<file path="src/rtl/dag_addr_sched.sv">
// -----------------------------------------------------------------------------
// dag_addr_sched
//   Address scheduler in front of the DAG modulo datapath. Holds the I/M/L
//   register files and round-robin arbitrates two requesters (A = data-memory
//   port, B = program-memory port) onto one shared, external, combinational
//   modulo unit. Two-stage flow:
//     ARB   : pick a winner, latch its select lines and I/M/L operands.
//     ISSUE : pulse the winner's grant, present the pre-update address and the
//             modulo operands, then write mod_newi back into I[isel].
//
// Ports
//   clk, rst_n                 clock, asynchronous active-low reset
//   a_req/a_isel/a_msel/a_gnt  requester A (data memory)
//   b_req/b_isel/b_msel/b_gnt  requester B (program memory)
//   addr, addr_vld, addr_src   issued address, valid strobe, source (0=A,1=B)
//   wrap_o                     modulo wrap flag qualified by addr_vld
//   mod_i/mod_m/mod_l          operands to the external modulo unit
//   mod_newi, mod_wrap         result and wrap flag from the modulo unit
//   wr_en/wr_kind/wr_sel/wr_data  host register write (kind 0=I,1=M,2=L,3=none)
// -----------------------------------------------------------------------------
module dag_addr_sched #(
  parameter int AW   = 14,
  parameter int NREG = 4,
  localparam int SW  = (NREG > 1) ? $clog2(NREG) : 1
) (
  input  logic          clk,
  input  logic          rst_n,
  input  logic          a_req,
  input  logic [SW-1:0] a_isel,
  input  logic [SW-1:0] a_msel,
  output logic          a_gnt,
  input  logic          b_req,
  input  logic [SW-1:0] b_isel,
  input  logic [SW-1:0] b_msel,
  output logic          b_gnt,
  output logic [AW-1:0] addr,
  output logic          addr_vld,
  output logic          addr_src,
  output logic          wrap_o,
  output logic [AW-1:0] mod_i,
  output logic [AW-1:0] mod_m,
  output logic [AW-1:0] mod_l,
  input  logic [AW-1:0] mod_newi,
  input  logic          mod_wrap,
  input  logic          wr_en,
  input  logic [1:0]    wr_kind,
  input  logic [SW-1:0] wr_sel,
  input  logic [AW-1:0] wr_data
);

  localparam logic [1:0] KIND_I = 2'd0;
  localparam logic [1:0] KIND_M = 2'd1;
  localparam logic [1:0] KIND_L = 2'd2;

  // True when the host write in this cycle targets register file `kind` at `sel`.
  function automatic logic host_hit(input logic          en,
                                    input logic [1:0]    kind,
                                    input logic [SW-1:0] sel,
                                    input logic [1:0]    want_kind,
                                    input logic [SW-1:0] want_sel);
    return en && (kind == want_kind) && (sel == want_sel);
  endfunction

  // Register files
  logic [AW-1:0] i_q [NREG];
  logic [AW-1:0] m_q [NREG];
  logic [AW-1:0] l_q [NREG];

  // ISSUE stage registers
  logic          iss_vld_q, iss_vld_d;
  logic          a_gnt_q, a_gnt_d;
  logic          b_gnt_q, b_gnt_d;
  logic          iss_src_q, iss_src_d;
  logic [SW-1:0] iss_isel_q, iss_isel_d;
  logic [AW-1:0] iss_i_q, iss_i_d;
  logic [AW-1:0] iss_m_q, iss_m_d;
  logic [AW-1:0] iss_l_q, iss_l_d;

  // Round-robin pointer: 0 = A won last tie, 1 = B won last tie
  logic          last_q, last_d;

  logic          host_wr_s;
  logic          arb_go_s;
  logic          arb_src_s;
  logic [SW-1:0] sel_isel_s;
  logic [SW-1:0] sel_msel_s;
  logic          wb_en_s;

  // A host write to any file stalls arbitration for the cycle.
  assign host_wr_s = wr_en && (wr_kind != 2'd3);

  // Writeback is dropped when the host writes the same I register this cycle.
  assign wb_en_s = iss_vld_q && !host_hit(wr_en, wr_kind, wr_sel, KIND_I, iss_isel_q);

  // Arbitration: single requester wins outright; on a tie the requester
  // other than the last tie winner takes it and the pointer moves.
  always_comb begin
    arb_go_s  = 1'b0;
    arb_src_s = 1'b0;
    last_d    = last_q;
    if (host_wr_s) begin
      arb_go_s = 1'b0;
    end else if (a_req && b_req) begin
      arb_go_s  = 1'b1;
      arb_src_s = ~last_q;
      last_d    = ~last_q;
    end else if (a_req) begin
      arb_go_s  = 1'b1;
      arb_src_s = 1'b0;
    end else if (b_req) begin
      arb_go_s  = 1'b1;
      arb_src_s = 1'b1;
    end else begin
      arb_go_s  = 1'b0;
    end
  end

  // Operand fetch with forwarding: host write data first, then the in-flight
  // modulo result for the same I register, else the register file.
  always_comb begin
    sel_isel_s = arb_src_s ? b_isel : a_isel;
    sel_msel_s = arb_src_s ? b_msel : a_msel;

    iss_i_d = i_q[sel_isel_s];
    if (host_hit(wr_en, wr_kind, wr_sel, KIND_I, sel_isel_s)) begin
      iss_i_d = wr_data;
    end else if (iss_vld_q && (iss_isel_q == sel_isel_s)) begin
      iss_i_d = mod_newi;
    end else begin
      iss_i_d = i_q[sel_isel_s];
    end

    iss_m_d = m_q[sel_msel_s];
    if (host_hit(wr_en, wr_kind, wr_sel, KIND_M, sel_msel_s)) begin
      iss_m_d = wr_data;
    end else begin
      iss_m_d = m_q[sel_msel_s];
    end

    // L register follows the index select
    iss_l_d = l_q[sel_isel_s];
    if (host_hit(wr_en, wr_kind, wr_sel, KIND_L, sel_isel_s)) begin
      iss_l_d = wr_data;
    end else begin
      iss_l_d = l_q[sel_isel_s];
    end
  end

  // Next state of the ISSUE stage; payload holds when nothing is granted.
  always_comb begin
    iss_vld_d  = arb_go_s;
    a_gnt_d    = arb_go_s && !arb_src_s;
    b_gnt_d    = arb_go_s && arb_src_s;
    iss_src_d  = iss_src_q;
    iss_isel_d = iss_isel_q;
    if (arb_go_s) begin
      iss_src_d  = arb_src_s;
      iss_isel_d = sel_isel_s;
    end else begin
      iss_src_d  = iss_src_q;
      iss_isel_d = iss_isel_q;
    end
  end

  // ISSUE stage and round-robin pointer registers.
  always_ff @(posedge clk or negedge rst_n) begin
    if (!rst_n) begin
      iss_vld_q  <= 1'b0;
      a_gnt_q    <= 1'b0;
      b_gnt_q    <= 1'b0;
      iss_src_q  <= 1'b0;
      iss_isel_q <= '0;
      iss_i_q    <= '0;
      iss_m_q    <= '0;
      iss_l_q    <= '0;
      last_q     <= 1'b1;
    end else begin
      iss_vld_q  <= iss_vld_d;
      a_gnt_q    <= a_gnt_d;
      b_gnt_q    <= b_gnt_d;
      iss_src_q  <= iss_src_d;
      iss_isel_q <= iss_isel_d;
      last_q     <= last_d;
      if (arb_go_s) begin
        iss_i_q <= iss_i_d;
        iss_m_q <= iss_m_d;
        iss_l_q <= iss_l_d;
      end else begin
        iss_i_q <= iss_i_q;
        iss_m_q <= iss_m_q;
        iss_l_q <= iss_l_q;
      end
    end
  end

  // I/M/L register files: modulo writeback and host writes.
  always_ff @(posedge clk or negedge rst_n) begin
    if (!rst_n) begin
      for (int k = 0; k < NREG; k++) begin
        i_q[k] <= '0;
        m_q[k] <= '0;
        l_q[k] <= '0;
      end
    end else begin
      if (wb_en_s) begin
        i_q[iss_isel_q] <= mod_newi;
      end
      if (host_hit(wr_en, wr_kind, wr_sel, KIND_I, wr_sel)) begin
        i_q[wr_sel] <= wr_data;
      end
      if (host_hit(wr_en, wr_kind, wr_sel, KIND_M, wr_sel)) begin
        m_q[wr_sel] <= wr_data;
      end
      if (host_hit(wr_en, wr_kind, wr_sel, KIND_L, wr_sel)) begin
        l_q[wr_sel] <= wr_data;
      end
    end
  end

  assign a_gnt    = a_gnt_q;
  assign b_gnt    = b_gnt_q;
  assign addr_vld = iss_vld_q;
  assign addr_src = iss_src_q;
  assign addr     = iss_i_q;
  assign mod_i    = iss_i_q;
  assign mod_m    = iss_m_q;
  assign mod_l    = iss_l_q;
  // The modulo unit answers in the ISSUE cycle, so its flag is only qualified.
  assign wrap_o   = iss_vld_q && mod_wrap;

endmodule

</file>
<file path="config.mk">
export PLATFORM = sky130hd
export DESIGN_NAME = dag_addr_sched
export DESIGN_NICKNAME = d
export VERILOG_FILES = /design/src/rtl/dag_addr_sched.sv
export SDC_FILE = /design/constraint.sdc
export NUM_CORES = 1
export LEC_CHECK = 0
export BUFFER_PORTS_ARGS = -buffer_cell sky130_fd_sc_hd__buf_2
export CORE_MARGIN = 8
export CORE_UTILIZATION = 55
export DETAILED_ROUTE_END_ITERATION = 10
export PLACE_DENSITY = 0.75
export SLEW_MARGIN = 40
export SYNTH_ARGS = -nofsm -noshare
export SYNTH_HDL_FRONTEND = slang
export SYNTH_SLANG_ARGS = --single-unit
</file>
<file path="constraint.sdc">
create_clock -name clk -period 4.2 [get_ports clk]
set_input_delay 1.05 -clock clk [delete_from_list [all_inputs] [get_ports clk]]
set_output_delay 1.05 -clock clk [all_outputs]
set_load 0.05 [all_outputs]
</file>
==> metrics.csv <==
stage,metric,value,unit
run_status,outcome,"finished, final reports clean",
logic_synthesis,synth-adder-area-share,0,%
route,ant_nets,0,
logic_synthesis,ys_ff_latch,217,
power,power.leakage,5.14,nW
floorplanning,dieHeight,151,um
route,route.met3.wl,1.48,mm
route,wirelength,23.6,mm
sta,grt_setup_unrepaired,false,
placement,gp_congestion,0.840,
global_route,grt_overflow,0,
logic_synthesis,synth_area_leaders,"dfrtp_1 54%, mux2_2 14%, mux2i_1 8.7%",
cells_and_area,final_cell_area,11500,um2
worst_setup_path,path_class,in2reg,
clocking,cts_buffers,23,
logic_synthesis,synth_top_area_cell,dfrtp_1,
global_route,grtUsageTotal,21.3,%
global_route,grt_pass1_vias,7036,
logic_synthesis,syn_area,10000,um2
logic_synthesis,yosys_warnings,0,
clocking,cts_tree,done,
worst_setup_path,cp_common_cell,mux2_2,
placement,hpwl,15.5,mm
logic_synthesis,synth_simple_gate_area_share,6.06,%
logic_synthesis,synth_top_family_by_area,multiplexers,
cells_and_area,drive_above_1_share,39.2,%
worst_setup_path,crit_chain,"buf_2, a21bo_2, nor2_8, mux2_2, buf_4, mux4_2, mux2_2",
route,dr.max_layer_used,met4,
logic_synthesis,synth_ff_type,dfrtp_1,
sta,max_slew.worst_pin.slew,0.791,ns
floorplanning,io_pins,107,
clocking,clk_pin_slew_worst_paths,0.06,ns
cells_and_area,n_antenna_cell,0,
route,route.detailed.drc,0,
sta,slew_headroom,47.3,%
clocking,cts.sinks,217,
worst_setup_path,crit_fanout,21,
cells_and_area,final_common_cell,dfrtp_1,
logic_synthesis,synth-async-reset-ratio,100,%
sta,maxSlewViolCount,0,
logic_synthesis,synth.yosys.seq_area_share,54.3,%
worst_setup_path,crit_path_max_incr_delay,0.62,ns
logic_synthesis,synth_edf_count,0,
logic_synthesis,synth_top_area_share,54.0,%
sta,fin_hold_ws,0.481,ns
sta,max_freq,0.360,GHz
sta,worst_clock_skew,0.0176,ns
power,powerDensity,658,nW/um2
logic_synthesis,syn-num-nets,806,
sta,tns,0,ns
floorplanning,fp.dieW,151,um
clocking,clock_path_buffers,3,
global_route,grt_max_degree,119,
placement,io_buffers,106,
logic_synthesis,postSynthCellCount,760,
sta,setup_viol,0,
logic_synthesis,synthMuxAreaShare,29.3,%
cells_and_area,area_growth,15.2,%
floorplanning,initial_utilization,55.9,%
cells_and_area,final_util,64.4,%
route,vias,6452,
worst_setup_path,crit_arrival,3.17,ns
worst_setup_path,critPathSlowestCell,mux2_2,
clocking,clk_latency,0.51,ns
clocking,cts_max_level,1,
worst_setup_path,crit_path_end_kind,flip-flop,
worst_setup_path,crit_required,4.59,ns
power,vdd_drop_max,0.598,mV
route,firstDrtPassIters,5,
sta,layout_worst_path_cycle_share,66.1,%
route,wl_per_cell,21.7,um
cells_and_area,fin_nets,884,
sta,fin_crit,2.78,ns
cells_and_area,final_cell_mix,"216 x dfrtp_1, 127 x mux2_2, 105 x buf_2",
min_path,min_path_type,reg2reg,
clocking,cts-root-buf,clkbuf_16,
sta,final_hold_viol_count,0,
job,max_cap_viol_count,0,
clocking,cts_setup_buffers,0,
logic_synthesis,synth_compound_area_share,6.53,%
global_route,grt_pass1_wl,38.3,mm
route,vias_per_cell,5.95,
route,met2_length,11.6,mm
clocking,cts_resized,0,
floorplanning,core,17900,um2
placement,placed_area,10700,um2
logic_synthesis,synth.distinct_cells,41,
floorplanning,dieArea,22800,um2
logic_synthesis,syn_avg_cell_area,13.2,um2
worst_setup_path,critPathLaunchType,primary input,
floorplanning,fp-row-count,49,
route,drt_iter0_drc,349,
clocking,hold_buffers,0,
logic_synthesis,synth_xor_area_share,0.0875,%
route,drt-met1-wl,9.94,mm
global_route,antenna_found_initial,0,
## worst max-delay path, delay by kind of cell
kind / cells / cell delay [ns]
AOI/OAI and AO/OA: 1 / 0.28
buffers and inverters: 2 / 0.43
muxes: 3 / 1.21
and+or+nand+nor: 1 / 0.19
## final timing paths
kind                                      start                   end  slack [ns]  cells after the start
setup / recovery                          b_req  mod_l[3]$_DFFE_PN0P_        1.42                      7
hold / removal             addr_src$_DFFE_PN0P_  addr_src$_DFFE_PN0P_        0.48                      1
setup reg to reg             last_q$_DFFE_PN1P_  mod_l[3]$_DFFE_PN0P_        1.68                      6
hold reg to reg            addr_src$_DFFE_PN0P_  addr_src$_DFFE_PN0P_        0.48                      1
max in group asynchronous                 rst_n   m_q[37]$_DFFE_PN0P_        2.76                      2
min in group asynchronous                 rst_n   addr[0]$_DFFE_PN0P_        0.52                      1
## synthesized netlist by cell type (all sizes together) (2+ instances only)
| cell type | instances |
|---|---|
| mux2i | 87 |
| nor3 | 2 |
| a21bo | 3 |
| buf | 31 |
| a221o | 13 |
| mux4 | 28 |
| nand2b | 7 |
| o21ai | 58 |
| nand3b | 2 |
| clkbuf | 43 |
| dfrtp | 216 |
| nor2 | 14 |
| nand2 | 78 |
| or3 | 2 |
| a21boi | 2 |
| o221ai | 15 |
| mux2 | 127 |
| and2 | 17 |
## per-layer routing
layer  up-vias  global-route usage, %
met4         0                   6.23
met3        38                   4.18
li1       2883                      -
met1      3347                   27.3
met2       184                   36.1
met5         -                      0
## metrics by stage
| step | power [W] | worst slack [ns] | cells |
|---|---|---|---|
| global placement | 0.00533 | 0.945 | 1042 |
| floorplan | 0.00488 | 1.26 | 760 |
| global route | 0.00795 | 1.33 | 1084 |
| finish | 0.00759 | 1.42 | 1084 |
| detailed placement | 0.00545 | 0.866 | 1042 |
| CTS | 0.00766 | 1.41 | 1084 |
## cell type report
cell class              instances  area, um2
repair buffers                127        733
clock inverters                13        199
fillers                      1363       6370
multi-input cells             468       4250
well taps                     229        287
flip-flops and latches        217       5430
clock buffers                  29        628
inverters                       1       3.75
## registers in the layout, summed over array words and instances (netlist names)
register and cells:
addr_vld 1, iss_isel_q 2, mod_m 14, addr 14
l_q 56, b_gnt 1, last_q 1, i_q 56
mod_l 14, a_gnt 1, m_q 56, addr_src 1
## power by group
| group | internal (W) | switching [W] | leakage [nW] |
|---|---|---|---|
| sequential | 0.00273 | 0.000368 | 2.65 |
| clock | 0.00137 | 0.000819 | 0.404 |
| combinational | 0.000872 | 0.00144 | 2.09 |
## cell families (layout without fill, tap and decap cells)
kind of cell | Yosys count | in the layout
xor gates and xnor gates | 1 | 1
AOI/OAI and AO/OA | 97 | 97
buffers and inverters | 75 | 170
DFF | 217 | 217
muxes | 242 | 242
and+or+nand+nor | 128 | 128
Power figures use the tool's default switching activity.
